**config.mk**
```make
export PLATFORM = sky130hd
export DESIGN_NAME = mem_arbiter_flat
export DESIGN_NICKNAME = d
export VERILOG_FILES = /design/src/rtl/mem_arbiter_if.sv /design/src/rtl/mem_arbiter.sv /design/src/flat_wrapper.sv
export SDC_FILE = /design/constraint.sdc
export NUM_CORES = 1
export LEC_CHECK = 0
export BUFFER_PORTS_ARGS = -buffer_cell sky130_fd_sc_hd__buf_2
export CELL_PAD_IN_SITES_DETAIL_PLACEMENT = 0
export CELL_PAD_IN_SITES_GLOBAL_PLACEMENT = 1
export CORE_ASPECT_RATIO = 0.8
export CORE_MARGIN = 2
export CORE_UTILIZATION = 46
export DETAILED_ROUTE_END_ITERATION = 12
export HOLD_SLACK_MARGIN = 0.03
export PLACE_DENSITY = 0.85
export SETUP_SLACK_MARGIN = 0.4
export SYNTH_ARGS = -nofsm -noshare
export SYNTH_HDL_FRONTEND = slang
export SYNTH_SLANG_ARGS = --single-unit
```
**constraint.sdc**
```tcl
create_clock -name clk_in -period 12.1 [get_ports clk_in]
set_input_delay 0.605 -clock clk_in [delete_from_list [all_inputs] [get_ports clk_in]]
set_output_delay 0.605 -clock clk_in [all_outputs]
set_load 0.02 [all_outputs]
```
**src/rtl/mem_arbiter_if.sv**
```systemverilog
// Bundle of the arbiter's request, response and byte-wide RAM signals.
// The slave modport is the arbiter's view; master is the decoder/LSB/RAM side.
interface mem_arbiter_if;
    logic        rdy_in;
    logic        clear;
    logic        if_enable;
    logic [31:0] if_addr;
    logic        inst_ready;
    logic [31:0] inst;
    logic        lsb_enable;
    logic [3:0]  lsb_type;
    logic [31:0] lsb_addr;
    logic [31:0] lsb_wdata;
    logic        lsb_ready;
    logic [31:0] lsb_rdata;
    logic [7:0]  mem_din;
    logic [7:0]  mem_dout;
    logic [31:0] mem_a;
    logic        mem_wr;
    logic        io_buffer_full;

    modport slave (
        input  rdy_in, clear, if_enable, if_addr, lsb_enable, lsb_type,
               lsb_addr, lsb_wdata, mem_din, io_buffer_full,
        output inst_ready, inst, lsb_ready, lsb_rdata, mem_dout, mem_a, mem_wr
    );

    modport master (
        output rdy_in, clear, if_enable, if_addr, lsb_enable, lsb_type,
               lsb_addr, lsb_wdata, mem_din, io_buffer_full,
        input  inst_ready, inst, lsb_ready, lsb_rdata, mem_dout, mem_a, mem_wr
    );
endinterface

```
**src/rtl/mem_arbiter.sv**
```systemverilog
// Byte-wide RAM port arbiter between instruction fetch and the load/store buffer.
// Optional MEM_ARB_IO_STALL_EN holds the first byte of IO-space stores while io_buffer_full=1.
module mem_arbiter (
    input  logic         clk_in,
    input  logic         rst_in,
    mem_arbiter_if.slave bus
);

    typedef enum logic [1:0] {
        IDLE  = 2'd0,
        FETCH = 2'd1,
        LOAD  = 2'd2,
        STORE = 2'd3
    } state_t;

    function automatic logic [2:0] size_of(input logic [2:0] f3);
        case (f3[1:0])
            2'd0:    size_of = 3'd1;
            2'd1:    size_of = 3'd2;
            default: size_of = 3'd4;
        endcase
    endfunction

    function automatic logic [31:0] extend(input logic [31:0] raw, input logic [2:0] f3);
        case (f3[1:0])
            2'd0:    extend = f3[2] ? {24'd0, raw[7:0]}  : {{24{raw[7]}}, raw[7:0]};
            2'd1:    extend = f3[2] ? {16'd0, raw[15:0]} : {{16{raw[15]}}, raw[15:0]};
            default: extend = raw;
        endcase
    endfunction

    state_t      state_r, state_n;
    logic [2:0]  cnt_r, cnt_n;
    logic [31:0] base_r, base_n;
    logic [2:0]  f3_r, f3_n;
    logic [31:0] wdata_r, wdata_n;
    logic [31:0] buf_r, buf_n;
    logic        last_lsb_r, last_lsb_n;
    logic        inst_ready_r, inst_ready_n;
    logic [31:0] inst_r, inst_n;
    logic        lsb_ready_r, lsb_ready_n;
    logic [31:0] lsb_rdata_r, lsb_rdata_n;
    logic [31:0] mem_a_r, mem_a_n;
    logic [7:0]  mem_dout_r, mem_dout_n;
    logic        wr_r, wr_n;

    logic [2:0]  size_s;
    logic [2:0]  cnt_inc_s;
    logic [1:0]  lane_s;
    logic [31:0] addr_inc_s;
    logic [31:0] word_s;
    logic        stall_s;

    assign size_s     = size_of(f3_r);
    assign cnt_inc_s  = cnt_r + 3'd1;
    assign lane_s     = cnt_r[1:0] - 2'd1;
    assign addr_inc_s = base_r + {29'd0, cnt_inc_s};

`ifdef MEM_ARB_IO_STALL_EN
    assign stall_s = (state_r == STORE) && (cnt_r == 3'd0) &&
                     (base_r[17:16] == 2'b11) && bus.io_buffer_full;
`else
    logic io_unused_s;
    assign io_unused_s = bus.io_buffer_full;
    assign stall_s     = 1'b0;
`endif

    // Read data arrives one cycle behind its address, so the byte on mem_din belongs to lane cnt-1.
    always_comb begin
        word_s = buf_r;
        if (cnt_r != 3'd0) begin
            word_s[{lane_s, 3'b000} +: 8] = bus.mem_din;
        end else begin
            word_s = buf_r;
        end
    end

    // Next-state and next-register values for the whole arbiter.
    always_comb begin
        state_n      = state_r;
        cnt_n        = cnt_r;
        base_n       = base_r;
        f3_n         = f3_r;
        wdata_n      = wdata_r;
        buf_n        = buf_r;
        last_lsb_n   = last_lsb_r;
        inst_ready_n = 1'b0;
        inst_n       = inst_r;
        lsb_ready_n  = 1'b0;
        lsb_rdata_n  = lsb_rdata_r;
        mem_a_n      = mem_a_r;
        mem_dout_n   = mem_dout_r;
        wr_n         = wr_r;
        case (state_r)
            IDLE: begin
                if (!bus.clear && (bus.lsb_enable || bus.if_enable)) begin
                    cnt_n = 3'd0;
                    buf_n = 32'd0;
                    // Round-robin on a tie: the requester not served last wins.
                    if (bus.lsb_enable && (!bus.if_enable || !last_lsb_r)) begin
                        base_n     = bus.lsb_addr;
                        f3_n       = bus.lsb_type[2:0];
                        wdata_n    = bus.lsb_wdata;
                        mem_a_n    = bus.lsb_addr;
                        last_lsb_n = 1'b1;
                        if (bus.lsb_type[3]) begin
                            state_n    = STORE;
                            wr_n       = 1'b1;
                            mem_dout_n = bus.lsb_wdata[7:0];
                        end else begin
                            state_n = LOAD;
                        end
                    end else begin
                        base_n     = bus.if_addr;
                        f3_n       = 3'd2;
                        mem_a_n    = bus.if_addr;
                        last_lsb_n = 1'b0;
                        state_n    = FETCH;
                    end
                end else begin
                    state_n = IDLE;
                end
            end
            FETCH, LOAD: begin
                if (bus.clear) begin
                    state_n = IDLE;
                    cnt_n   = 3'd0;
                    wr_n    = 1'b0;
                end else if (cnt_r == size_s) begin
                    state_n = IDLE;
                    cnt_n   = 3'd0;
                    if (state_r == FETCH) begin
                        inst_n       = word_s;
                        inst_ready_n = 1'b1;
                    end else begin
                        lsb_rdata_n = extend(word_s, f3_r);
                        lsb_ready_n = 1'b1;
                    end
                end else begin
                    buf_n   = word_s;
                    cnt_n   = cnt_inc_s;
                    mem_a_n = addr_inc_s;
                end
            end
            STORE: begin
                // Stores are issued only at commit, so clear does not abort them.
                if (stall_s) begin
                    state_n = STORE;
                end else if (cnt_r == size_s - 3'd1) begin
                    state_n     = IDLE;
                    cnt_n       = 3'd0;
                    wr_n        = 1'b0;
                    lsb_ready_n = 1'b1;
                end else begin
                    cnt_n      = cnt_inc_s;
                    mem_a_n    = addr_inc_s;
                    mem_dout_n = wdata_r[{cnt_inc_s[1:0], 3'b000} +: 8];
                end
            end
            default: begin
                state_n = IDLE;
                cnt_n   = 3'd0;
                wr_n    = 1'b0;
            end
        endcase
    end

    // State and output registers; everything freezes while rdy_in is low.
    always_ff @(posedge clk_in or posedge rst_in) begin
        if (rst_in) begin
            state_r      <= IDLE;
            cnt_r        <= 3'd0;
            base_r       <= 32'd0;
            f3_r         <= 3'd0;
            wdata_r      <= 32'd0;
            buf_r        <= 32'd0;
            last_lsb_r   <= 1'b0;
            inst_ready_r <= 1'b0;
            inst_r       <= 32'd0;
            lsb_ready_r  <= 1'b0;
            lsb_rdata_r  <= 32'd0;
            mem_a_r      <= 32'd0;
            mem_dout_r   <= 8'd0;
            wr_r         <= 1'b0;
        end else if (bus.rdy_in) begin
            state_r      <= state_n;
            cnt_r        <= cnt_n;
            base_r       <= base_n;
            f3_r         <= f3_n;
            wdata_r      <= wdata_n;
            buf_r        <= buf_n;
            last_lsb_r   <= last_lsb_n;
            inst_ready_r <= inst_ready_n;
            inst_r       <= inst_n;
            lsb_ready_r  <= lsb_ready_n;
            lsb_rdata_r  <= lsb_rdata_n;
            mem_a_r      <= mem_a_n;
            mem_dout_r   <= mem_dout_n;
            wr_r         <= wr_n;
        end
    end

    assign bus.inst_ready = inst_ready_r;
    assign bus.inst       = inst_r;
    assign bus.lsb_ready  = lsb_ready_r;
    assign bus.lsb_rdata  = lsb_rdata_r;
    assign bus.mem_a      = mem_a_r;
    assign bus.mem_dout   = mem_dout_r;
    assign bus.mem_wr     = wr_r & bus.rdy_in & ~stall_s;

endmodule

```
**src/flat_wrapper.sv**
```systemverilog
// flat-port wrapper written by rule: the top's interface ports become plain ports
module mem_arbiter_flat 
  (clk_in, rst_in, bus_rdy_in, bus_clear, bus_if_enable, bus_if_addr, bus_lsb_enable, bus_lsb_type, bus_lsb_addr, bus_lsb_wdata, bus_mem_din, bus_io_buffer_full, bus_inst_ready, bus_inst, bus_lsb_ready, bus_lsb_rdata, bus_mem_dout, bus_mem_a, bus_mem_wr);
  mem_arbiter_if bus_i ();
  input  logic clk_in;
  input  logic rst_in;
  input wire logic [$bits(bus_i.rdy_in)-1:0] bus_rdy_in;
  input wire logic [$bits(bus_i.clear)-1:0] bus_clear;
  input wire logic [$bits(bus_i.if_enable)-1:0] bus_if_enable;
  input wire logic [$bits(bus_i.if_addr)-1:0] bus_if_addr;
  input wire logic [$bits(bus_i.lsb_enable)-1:0] bus_lsb_enable;
  input wire logic [$bits(bus_i.lsb_type)-1:0] bus_lsb_type;
  input wire logic [$bits(bus_i.lsb_addr)-1:0] bus_lsb_addr;
  input wire logic [$bits(bus_i.lsb_wdata)-1:0] bus_lsb_wdata;
  input wire logic [$bits(bus_i.mem_din)-1:0] bus_mem_din;
  input wire logic [$bits(bus_i.io_buffer_full)-1:0] bus_io_buffer_full;
  output wire logic [$bits(bus_i.inst_ready)-1:0] bus_inst_ready;
  output wire logic [$bits(bus_i.inst)-1:0] bus_inst;
  output wire logic [$bits(bus_i.lsb_ready)-1:0] bus_lsb_ready;
  output wire logic [$bits(bus_i.lsb_rdata)-1:0] bus_lsb_rdata;
  output wire logic [$bits(bus_i.mem_dout)-1:0] bus_mem_dout;
  output wire logic [$bits(bus_i.mem_a)-1:0] bus_mem_a;
  output wire logic [$bits(bus_i.mem_wr)-1:0] bus_mem_wr;
  assign bus_i.rdy_in = bus_rdy_in;
  assign bus_i.clear = bus_clear;
  assign bus_i.if_enable = bus_if_enable;
  assign bus_i.if_addr = bus_if_addr;
  assign bus_i.lsb_enable = bus_lsb_enable;
  assign bus_i.lsb_type = bus_lsb_type;
  assign bus_i.lsb_addr = bus_lsb_addr;
  assign bus_i.lsb_wdata = bus_lsb_wdata;
  assign bus_i.mem_din = bus_mem_din;
  assign bus_i.io_buffer_full = bus_io_buffer_full;
  assign bus_inst_ready = bus_i.inst_ready;
  assign bus_inst = bus_i.inst;
  assign bus_lsb_ready = bus_i.lsb_ready;
  assign bus_lsb_rdata = bus_i.lsb_rdata;
  assign bus_mem_dout = bus_i.mem_dout;
  assign bus_mem_a = bus_i.mem_a;
  assign bus_mem_wr = bus_i.mem_wr;
  mem_arbiter u_core (.clk_in(clk_in), .rst_in(rst_in), .bus(bus_i));
endmodule
```
# Word level (Yosys, flattened, before mapping)
# Index checks and enable logic that the tools add are counted.
# totals
regBits	212
output_inout_bits	107
word_cells	113
# op_classes
n_addsub	5
eq_ne	15
n_shift	3
muxes	50
n_bitwise	3
reduce_logical	23
# ops
op	count
$mux W32	11
$pmux W32 S2	2
$pmux W32 S3	1
$add A32 B3 Y32	1
$bwmux W32	1
$mux W8	4
$shift A8 B7 Y32 const A	1
$shiftx A32 B6 Y8	1
$shiftx A8 B7 Y32	1
$reduce_and A5 Y1	4
$pmux W8 S2	1
$mux W1	15
$mux W3	5
$reduce_and A6 Y1	2
$mux W2	5
$ne A2 B2 Y1 const B	5
$pmux W3 S3	1
$neg A5 Y7	1
$eq A3 B3 Y1	2
$ne A2 B1 Y1 const B	3
$pmux W2 S3	1
$pmux W3 S2	1
$reduce_and A3 Y1	2
$eq A2 B1 Y1 const B	2
18 further kinds	26

# Longest topological paths before layout
# depth
word_depth	8
mapped_depth	11

# Worst setup path before layout
# OpenSTA, ideal clock, no wires.
# synth_path
path_kind	register to register
start	register u_core.cnt_r[0]
end	register u_core.mem_a_r[14] (netlist: u_core.bus.mem_a[14])
setup_ns	0.132
arrival_time_ns	2.687
required_ns	11.968
path_slack_ns	9.281
stages_incl_launch_ff	12
path_cell_list	dfrtp_1 > buf_6 > inv_1 > ha_1 > inv_1 > fa_1 > nor2b_1 > o2111ai_1 > clkbuf_1 > o21a_1 > o31ai_1 > o21ai_1
# synth_via
elab_chain_cells	5
word_cells_on_any_way	11
# synth_lines
element	line	rtl
from (decl)	mem_arbiter.sv:33	logic [2:0] cnt_r, cnt_n;
from (signal assigned)	mem_arbiter.sv:187	cnt_r <= cnt_n;
$add A3 B1 Y3	mem_arbiter.sv:55	assign cnt_inc_s = cnt_r + 3'd1;
$add A32 B3 Y32	mem_arbiter.sv:57	assign addr_inc_s = base_r + {29'd0, cnt_inc_s};
$mux W32	mem_arbiter.sv:129	end else if (cnt_r == size_s) begin
$mux W32	mem_arbiter.sv:125	if (bus.clear) begin
$pmux W32 S3	mem_arbiter.sv:94	case (state_r)
to (signal assigned)	mem_arbiter.sv:197	mem_a_r <= mem_a_n;
to (decl)	mem_arbiter.sv:43	logic [31:0] mem_a_r, mem_a_n;
# Parallel ways exist; a longest one is shown, timed or not. The select of a mux whose other input is x is not followed.
# A chain may end at the register's enable or synchronous reset.

# Worst setup path after layout
# layout_path
start	register u_core.cnt_r[0]
end	register u_core.mem_a_r[20] (netlist: u_core.bus.mem_a[20])
# Same word-level chain as after synthesis.

==> results.toml <==
[outcome]
status = "completed"

[synth]
synth_xor_area_share_pct = 1.92
yosysMostFrequentCell = "dfrtp_1"
netlist_area_sq_um = 10800
synth.distinct_cells = 66
dominantRegCellSynth = "dfrtp_1"
synth-edff-count = 0
yosys_register_bits = 212
syn_nets = 1132
synthMuxAreaShare_pct = 14.7
synth_area_leader_cell = "dfrtp_1"
synth_top_family_by_area = "compound AO/OA/AOI/OAI gates"
synth_common_cells = "dfrtp_1, nand2_1, mux2_2"
synth_top_cell_area_share_pct = 49.3
yosys-top-cells-area = "dfrtp_1, mux2_2, mux2_1"
yosys.area_share.simple_pct = 11.4
syn-instance-count = 1001
synth_compound_area_share_pct = 16.1
synth_area_per_cell_sq_um = 10.7
synthAdderAreaFrac_pct = 1.93
ys_async_sr_fraction_pct = 100
ys_seq_area_share_pct = 49.3
ys_warn_count = 0

[floorplanning]
die_h_um = 141
num_rows = 50
boundaryPins = 222
core-area_sq_um = 23100
die_area_sq_um = 24600
initial_core_util_pct = 46.5
die_x_um = 175

[place]
pre_cts_ws_ns = 7.45
gp_congestion = 0.811
port_buffers = 220
dp_hpwl_um = 18100

[setup_path]
r2r_slack_ns = 7.59
cp.arrival_ns = 4.89
cp_cell_sequence = "inv_1 > ha_1 > inv_1 > fa_1 > nor2b_1 > o2111ai_1 > buf_4 > o31a_1 > o31ai_1 > o21ai_1"
critPathLaunchType = "register"
crit_required_ns = 12.47
crit_path_max_fanout = 21
end_kind = "register"
critical-path-top-delay-family = "adder cells"
critPathKind = "reg -> reg"
slowest_delay_ns = 1.03
cp_num_buf_inv = 3
crit_path_frequent_cell = "inv_1"
slowest_stage = "dfrtp_1"

[grt]
met3_usage_pct = 4.42
grt_most_used_layer = "met1"
grt_usage_pct = 21.5
met1_usage_pct = 31.9
grt_pass1_wl_um = 42900
grt_max_degree = 108
grt_util_met2_pct = 31.8
grt_pass1_vias = 7921
antenna_found_initial = 5
grt-ovfl-total = 0

[timing]
setup_tns_ns = 0
skew_ns = 0.0105
max_freq_mhz = 222
finalHoldViolations = 0
period_needed_ns = 4.51
finalSetupViolations = 0
grt_setup_unrepaired = "false"
max_slew_margin_pct = 21.8
worst_slew_pin_slew_ns = 1.17
setup_ws_ns = 7.59
period_share_pct = 37.3
drv_slew = 0

[power_and_ir_drop]
switching_share_pct = 37.1
seq_power_share_pct = 37.1
total_leakage_power_nw = 6.08
fin_total_pwr_mw = 2.88
p_int_mw = 1.81
ir_drop_uv = 118
p_comb_share_pct = 35.5
clock_power_share_pct = 27.4
power.net_switching_mw = 1.07
powerDensity_nw_per_um2 = 223

[clocking]
cts.repair.resized = 0
cts_setup_buffers = 0
cts.sinks = 212
htree_levels = 1
cts_hold_buf = 0
cts_inserted_buffers = 23
clockBufferDepth = 3
root_buffer = "clkbuf_16"
clk_pin_slew_ns = 0.06
cts_tree = "yes"
clock_latency_ns = 0.51

[job]
drv_cap = 0

[final_layout]
area.growth.synth_to_final_pct = 20.1
fillers = 2065
ff_latch_area_sq_um = 5310
drive_gt1_share_pct = 30.5
multi_input_area_sq_um = 4990
final_nets = 1314

[routing]
vias_per_cell = 5.47
drtPass1Iterations = 5
ant_nets = 0
drt-initial-drc-count = 518
totalWireLength_um = 26400
drc = 0
wire_per_inst_um = 17.4
via_count = 8294

[worst_hold_path]
hp-class = "in -> async"
-- final cells by class --
cell class | instances | area share (%)
flip-flops and latches | 212 | 41.1
multi-input cells | 670 | 38.7
repair buffers | 232 | 9.22
clock buffers | 28 | 4.91
well taps | 312 | 3.02
clock inverters | 13 | 1.70
inverters | 44 | 1.34
diodes | 5 | 0.0968
-- registers in the layout, summed over array words and instances, names as in the netlist --
name	flops
u_core.bus.lsb_rdata	32
u_core.bus.inst_ready	1
u_core.wdata_r	32
u_core.wr_r	1
u_core.base_r	32
u_core.bus.mem_a	32
u_core.cnt_r	3
u_core.f3_r	3
u_core.buf_r	32
u_core.last_lsb_r	1
u_core.bus.lsb_ready	1
u_core.bus.mem_dout	8
u_core.bus.inst	32
u_core.state_r	2
-- cells by family (layout without fill, tap and decap cells) --
logic type,count (synthesis),in the layout
other cells,0,5
fa+ha+maj,16,16
mux,136,136
simple gates,244,244
xor+xnor,22,22
buf+inv,119,317
flops,212,212
compound gates,252,252
-- stage by stage --
step                instance area, sq um  instances  utilization [%]  hold slack (ns)
finish                             12900       1516             55.8            0.248
global route                       12900       1515             55.8            0.309
CTS                                12900       1511             55.8            0.284
detailed placement                 12100       1470             52.1            0.462
global placement                   12100       1470             52.1            0.459
floorplan                          10800       1001                -            0.452
-- power by group through the flow --
stage / clock (mW) / combinational, mW / sequential, mW
floorplan: 0 / 0.701 / 1.11
global placement: 0 / 1.00 / 1.07
detailed placement: 0 / 1.02 / 1.07
CTS: 0.803 / 1.03 / 1.06
global route: 0.833 / 1.13 / 1.09
finish: 0.788 / 1.02 / 1.07
-- final timing paths --
check,start,to,depth (start not counted)
min,rst_in,u_core.bus.mem_a[8],2
max reg2reg,u_core.cnt_r[0],u_core.bus.mem_a[20],10
min in group clk_in,bus_lsb_wdata[11],u_core.wdata_r[11],2
max,u_core.cnt_r[0],u_core.bus.mem_a[20],10
min reg2reg,u_core.bus.lsb_rdata[24],u_core.bus.lsb_rdata[24],2
max in group asynchronous,rst_in,u_core.wdata_r[3],3
-- placed cells by master (no fill, tap or decap), types with 18 or more instances in the layout --
cell type and n:
nand2_1 90, clkbuf_16 23, mux2_1 36, mux2_2 61, inv_1 43, a22o_1 42, nor2_1 40, mux2i_1 31
buf_2 220, dfrtp_1 212, a21oi_1 47, o21ai_0 38, nand3_1 20, a211oi_1 18, o21ai_1 36
-- routing by layer --
metal,part of all wire [%],vias up
met5,0,-
met4,2.5,0
met3,6.0,37
met2,42,243
met1,49,4008
li1,-,4006
(Power assumes the default switching activity.)
